===== src/rtl/updown_counter_mod.sv =====
// Modulo-MODULUS up/down counter with synchronous load, wrap pulse and active-low 7-segment hex decode.
// Optional feature macro: COUNTER_PRESCALE_EN (adds a PRESCALE-cycle step prescaler).
module updown_counter_mod #(
  parameter int WIDTH    = 4,
  parameter int MODULUS  = 10,
  parameter int PRESCALE = 4
) (
  input  logic             CLK,
  input  logic             rst,
  input  logic             iEn,
  input  logic             iUp,
  input  logic             iLoad,
  input  logic [WIDTH-1:0] iData,
  output logic [WIDTH-1:0] oQ,
  output logic             oWrap,
  output logic [6:0]       oDisplay
);

  localparam logic [WIDTH-1:0] MAXV    = WIDTH'(MODULUS - 1);
  localparam logic [WIDTH:0]   MOD_EXT = (WIDTH + 1)'(MODULUS);

  logic             tick;
  logic             loadInRange;
  logic [WIDTH-1:0] loadValue;
  logic [3:0]       nibble;

  // Extra top bit keeps the range check exact when MODULUS equals 2^WIDTH
  assign loadInRange = ({1'b0, iData} < MOD_EXT);
  assign loadValue   = loadInRange ? iData : '0;

`ifdef COUNTER_PRESCALE_EN
  localparam int PW = (PRESCALE > 1) ? $clog2(PRESCALE) : 1;

  logic [PW-1:0] prescaler;

  assign tick = (prescaler == PW'(PRESCALE - 1));

  always_ff @(posedge CLK) begin
    if (rst || iLoad) begin
      prescaler <= '0;
    end else if (iEn) begin
      prescaler <= tick ? '0 : prescaler + PW'(1);
    end
  end
`else
  // Always true for any legal PRESCALE; an illegal zero simply stalls counting
  assign tick = (PRESCALE >= 1);
`endif

  always_ff @(posedge CLK) begin
    if (rst) begin
      oQ    <= '0;
      oWrap <= 1'b0;
    end else if (iLoad) begin
      oQ    <= loadValue;
      oWrap <= 1'b0;
    end else if (iEn && tick) begin
      if (iUp) begin
        if (oQ == MAXV) begin
          oQ    <= '0;
          oWrap <= 1'b1;
        end else begin
          oQ    <= oQ + WIDTH'(1);
          oWrap <= 1'b0;
        end
      end else begin
        if (oQ == '0) begin
          oQ    <= MAXV;
          oWrap <= 1'b1;
        end else begin
          oQ    <= oQ - WIDTH'(1);
          oWrap <= 1'b0;
        end
      end
    end else begin
      oWrap <= 1'b0;
    end
  end

  generate
    if (WIDTH >= 4) begin : g_nibble_wide
      assign nibble = oQ[3:0];
    end else begin : g_nibble_narrow
      assign nibble = {{(4 - WIDTH){1'b0}}, oQ};
    end
  endgenerate

  // Segment order {g,f,e,d,c,b,a}; a zero bit lights the segment
  always_comb begin
    oDisplay = 7'b1111111;
    case (nibble)
      4'h0: oDisplay = 7'b1000000;
      4'h1: oDisplay = 7'b1111001;
      4'h2: oDisplay = 7'b0100100;
      4'h3: oDisplay = 7'b0110000;
      4'h4: oDisplay = 7'b0011001;
      4'h5: oDisplay = 7'b0010010;
      4'h6: oDisplay = 7'b0000010;
      4'h7: oDisplay = 7'b1111000;
      4'h8: oDisplay = 7'b0000000;
      4'h9: oDisplay = 7'b0010000;
      4'hA: oDisplay = 7'b0001000;
      4'hB: oDisplay = 7'b0000011;
      4'hC: oDisplay = 7'b1000110;
      4'hD: oDisplay = 7'b0100001;
      4'hE: oDisplay = 7'b0000110;
      4'hF: oDisplay = 7'b0001110;
      default: oDisplay = 7'b1111111;
    endcase
  end

endmodule


===== config.mk =====
export PLATFORM = sky130hd
export DESIGN_NAME = updown_counter_mod
export DESIGN_NICKNAME = d
export VERILOG_FILES = /design/src/rtl/updown_counter_mod.sv
export SDC_FILE = /design/constraint.sdc
export NUM_CORES = 1
export LEC_CHECK = 0
export CAP_MARGIN = 5
export CELL_PAD_IN_SITES_DETAIL_PLACEMENT = 0
export CELL_PAD_IN_SITES_GLOBAL_PLACEMENT = 1
export CORE_MARGIN = 5
export CORE_UTILIZATION = 35
export DETAILED_ROUTE_END_ITERATION = 12
export GPL_TIMING_DRIVEN = 0
export PLACE_DENSITY = 0.88
export SYNTH_ARGS = -nofsm -noshare
export SYNTH_HDL_FRONTEND = slang
export SYNTH_SLANG_ARGS = --single-unit

===== constraint.sdc =====
create_clock -name CLK -period 2.5 [get_ports CLK]
set_input_delay 0.5 -clock CLK [delete_from_list [all_inputs] [get_ports CLK]]
set_output_delay 0.5 -clock CLK [all_outputs]
set_load 0.01 [all_outputs]

After elaboration in Yosys (flattened, before gate mapping). Memories as Yosys holds them, arrays and structs flattened. A register that Yosys moved wholly into a read port is not among the register bits. Cells that the tools add are included.

Bits in registers: 5. Memory bits (read-only): 112. Input bits: 9. Output and inout bits: 12. Word-level logic and storage cells: 22. Memories: 1.

Memories: (no name shown) (depth 16, bits a word 7, read ports 1, clocked after Yosys merged registers in 1, wr ports 0, line 91) `case (nibble)`.

Add/sub/neg operators: 2. $lt $le $gt $ge: 1. Equal/unequal tests: 1. Multiplexer cells: 11. Bitwise logic cells: 1. Reductions and logical operators: 3.

Operators with widths (number): 4-bit two-way mux (8); 4-bit by 1-bit adder with 4-bit output (second input constant) (1); 4-bit == test (second input constant) (1); 4-bit zero test (1); 4-bit < comparator (second input constant) (1); 4-bit by 1-bit subtractor with 4-bit output (second input constant) (1); 1-bit two-way mux (3); 3-bit OR reduction (1); 2-bit nonzero test (1); 1-bit inverter (1).

Longest topological paths before layout.
Depth after elaboration: 7. Gate-level depth with buffers: 8. Mapped depth without buffers: 7.

Worst setup path after synthesis. No wires, ideal clock.

Path kind: input to register. From: input iUp. To: register, netlist name oDisplay[0]. Library setup time: 0.119 ns. Arrival time: 2.188 ns. Required time: 2.381 ns. Setup slack: 0.193 ns. Cell stages on the path: 7. Buffers on the path: 1. Cells stage by stage: buf_2 -> xor2_1 -> o221a_2 -> a211oi_1 -> inv_1 -> ha_1 -> o221a_2.

Longest elaborated chain between the ends: 5.

RTL lines: from (decl) (line 11) `input logic iUp,`; 4-bit two-way mux (line 58) `if (iUp) begin`; 4-bit two-way mux (line 57) `end else if (iEn && tick) begin`; 4-bit two-way mux (line 54) `end else if (iLoad) begin`; 4-bit two-way mux (no source line) (2 in series).

Every way passes these cells. The select of a mux whose other input is x is not followed. A chain may end at the register's enable or synchronous reset.

Worst setup path in the final report.
From: input iEn. To: register, netlist name oDisplay[4].

Longest elaborated chain between the ends: 3.

RTL lines: from (decl) (line 10) `input logic iEn,`; 2-bit nonzero test (no source line); 4-bit two-way mux (no source line) (2 in series).

Every way passes these cells.

==> results.json <==
{
  "fmax_ghz": 0.4217,
  "port_buffers": 19,
  "drt_first_pass_iters": 4,
  "synth_top_cells_by_area": "dfxtp_1 29%, ha_1 9.2%, mux2i_1 7.4%, a211oi_1 5.5%, xor2_1 3.2%",
  "cts_buffers": 3,
  "ys_ff_latch": 12,
  "clock_latency_ns": 0.27,
  "crit_type": "primary input to flop",
  "peakVddDrop_v": 0.0002021,
  "ant_nets": 0,
  "worst_setup_path_start_kind": "primary input",
  "grt_usage_pct": 10.15,
  "seq_power_share_pct": 39.7,
  "drt-initial-drc-count": 19,
  "p_leak_nw": 0.4476,
  "status": "completed",
  "clockBufferDepth": 2,
  "finalCritPeriodShare_pct": 94.85,
  "hold_violations": 0,
  "setup_viol_count_final": 0,
  "use_met3_pct": 0.8772,
  "pre_cts_ws_ns": -0.4879,
  "grt.busiest_layer": "met2",
  "netlist_area_sq_um": 817.0,
  "cp_max_fo": 6,
  "cts_root_buffer": "clkbuf_4",
  "switching_share_pct": 29.47,
  "p_int_uw": 396.7,
  "synth_top_area_share_pct": 29.40,
  "final.setup_skew_ns": 0.001126,
  "syn_nets": 106,
  "comb_power_share_pct": 33.6,
  "synthDistinctLibCells": 38,
  "dieWidth_microns": 58.32,
  "yosysTopAreaCell": "dfxtp_1",
  "wirelength_microns": 1802,
  "power_frac_clock_pct": 26.7,
  "yosysSeqAreaShare_pct": 29.40,
  "rsz0062_at_grt": "no",
  "min_period_ns": 2.371,
  "hold_buffers": 0,
  "crit_chain": "clkdlybuf4s50_1 -> nand2b_1 -> o221a_2 -> a211oi_4 -> inv_1 -> ha_1 -> a21oi_1 -> a31oi_1",
  "slew_headroom_pct": 73.57,
  "final_common_cell": "clkdlybuf4s50_1",
  "detail_route.vias_per_cell": 5.282,
  "post_cts_buffers": 0,
  "reg2reg_slack_ns": 0.38,
  "synth_cells": 91,
  "grt_util_met1_pct": 14.42,
  "syn_avg_cell_area_sq_um": 8.978,
  "final_nets": 130,
  "slew_violations": 0,
  "grt_pass1_wl_microns": 2766,
  "antenna_found_initial": 0,
  "post_drt_wl_per_cell_microns": 12.69,
  "worst_pin_slew_ns": 0.3923,
  "cpPeakStageDelay_ns": 0.53,
  "grt_util_met2_pct": 15.79,
  "numClockSinks": 12,
  "cap_viol_max_count": 0,
  "nFillCells": 229,
  "grt_pass1_vias": 631,
  "grt_max_degree": 11,
  "critPathTopFamily": "compound AO/OA/AOI/OAI gates",
  "grt_remaining_overflow": 0,
  "final_cell_area_sq_um": 1096,
  "route.detailed.drc": 0,
  "area_growth_pct": 34.15,
  "cts_max_level": 1,
  "coreArea_sq_um": 2212,
  "cts.reportedPaths.clkPinSlew_ns": 0.07,
  "cp.arrival_ns": 2.51,
  "slowest_stage": "clkdlybuf4s50_1",
  "end_kind": "flop",
  "power.density_nw_per_um2": 513.2,
  "antenna_cells": 0,
  "fp.dieH_microns": 58.32,
  "rows": 17,
  "multiInputGateArea_sq_um": 543.0,
  "cp.required_ns": 2.64,
  "io_pins": 21,
  "hold_slack_ns": 0.7109,
  "setup_ws_ns": 0.1289,
  "post-dp-hpwl_microns": 1334,
  "drive_above_1_share_pct": 14.04,
  "power.switching_uw": 165.7,
  "holdCritPathClass": "primary input to flop",
  "critical_path_buf_inv_count": 2,
  "regArea_sq_um": 240.2,
  "via_count": 750,
  "synth_warnings": 0,
  "dieArea_sq_um": 3401,
  "placed_cell_area_sq_um": 1042,
  "layout_common_cells": "19 x clkdlybuf4s50_1, 12 x dfxtp_1, 6 x nor2_1, 6 x mux2i_1, 6 x ha_1",
  "routabilityCongestion": 0.7521,
  "start_util_pct": 36.93,
  "cts_tree": "done",
  "setup_tns_ns": 0
}
==> Yosys cell counts, drive strengths merged <==
cell,instances
a211oi,6
a21boi,1
a21o,1
a21oi,2
a22o,2
a311o,1
a31oi,1
and3,2
and4b,1
buf,4
clkbuf,1
dfxtp,12
ha,6
inv,6
mux2i,6
nand2,3
nand2b,3
nand3,3
nand3b,1
nand4b,1
nor2,6
nor2b,1
nor3,3
nor4b,1
o21ai,3
o221a,2
o22ai,1
o311a,1
o31ai,2
or2b,1
or3,2
or3b,1
xnor2,1
xor2,3
==> state kept, by name (all words and copies together), names as in the netlist <==
register and flops:
oWrap 1, oDisplay 7, oQ 4
==> timing repair <==
item                                   in CTS  in global routing
pin swaps                                   0                  0
gates resized for setup                     1                  2
endpoints found under the hold margin       0                  0
setup endpoints to repair                   6                  5
==> routing by layer <==
| metal | up-vias | share of wire [%] |
|---|---|---|
| li1 | 378 | - |
| met1 | 346 | 48 |
| met2 | 23 | 46 |
| met3 | 3 | 4.9 |
| met4 | 0 | 0.55 |
| met5 | - | 0 |
==> path summary, 6_finish.rpt <==
check | endpoint | start | cells past startpoint
min | oWrap | iUp | 4
max reg2reg | oDisplay[4] | oQ[3] | 8
min reg2reg | oWrap | oQ[1] | 2
max | oDisplay[4] | iEn | 8
==> per-stage QoR <==
stage | util (%) | power [mW] | std cells
CTS | 48.98 | 0.5572 | 142
detailed placement | 47.12 | 0.4084 | 138
finish | 49.55 | 0.5625 | 142
floorplan | - | 0.3330 | 91
global route | 49.55 | 0.5877 | 142
global placement | 47.12 | 0.4047 | 138
==> cells by family (layout without fill, tap and decap cells) <==
family	count (synthesis)	after routing	share of synthesized area (%)
simple gates	29	29	20.21
compound gates	23	23	23.28
mux	6	6	7.351
flops	12	12	29.40
buf+inv	11	34	6.279
xor+xnor	4	4	4.289
fa+ha+maj	6	6	9.188
==> power groups by stage <==
stage	registers, mW	logic, mW	clock network (mW)
5_1_grt	0.226	0.202	0.160
2_1_floorplan	0.238	0.0955	0
3_5_place_dp	0.228	0.181	0
4_1_cts	0.223	0.184	0.150
6_report	0.223	0.189	0.150
3_3_place_gp	0.228	0.177	0
==> tightest hold or removal path, cell delays in order <==
cell	delay [ns]
buf_2	0.18
nor3_1	0.08
nor2_1	0.11
nor4b_1	0.06
==> layout make-up <==
type	instances	share of cell area [%]
Multi-Input combinational cell	68	49.54
Sequential cell	12	21.92
Timing Repair Buffer	19	17.35
Clock buffer	4	3.311
Tap cell	28	3.196
Buffer	5	2.397
Inverter	6	2.283
Power figures use the tool's default switching activity.
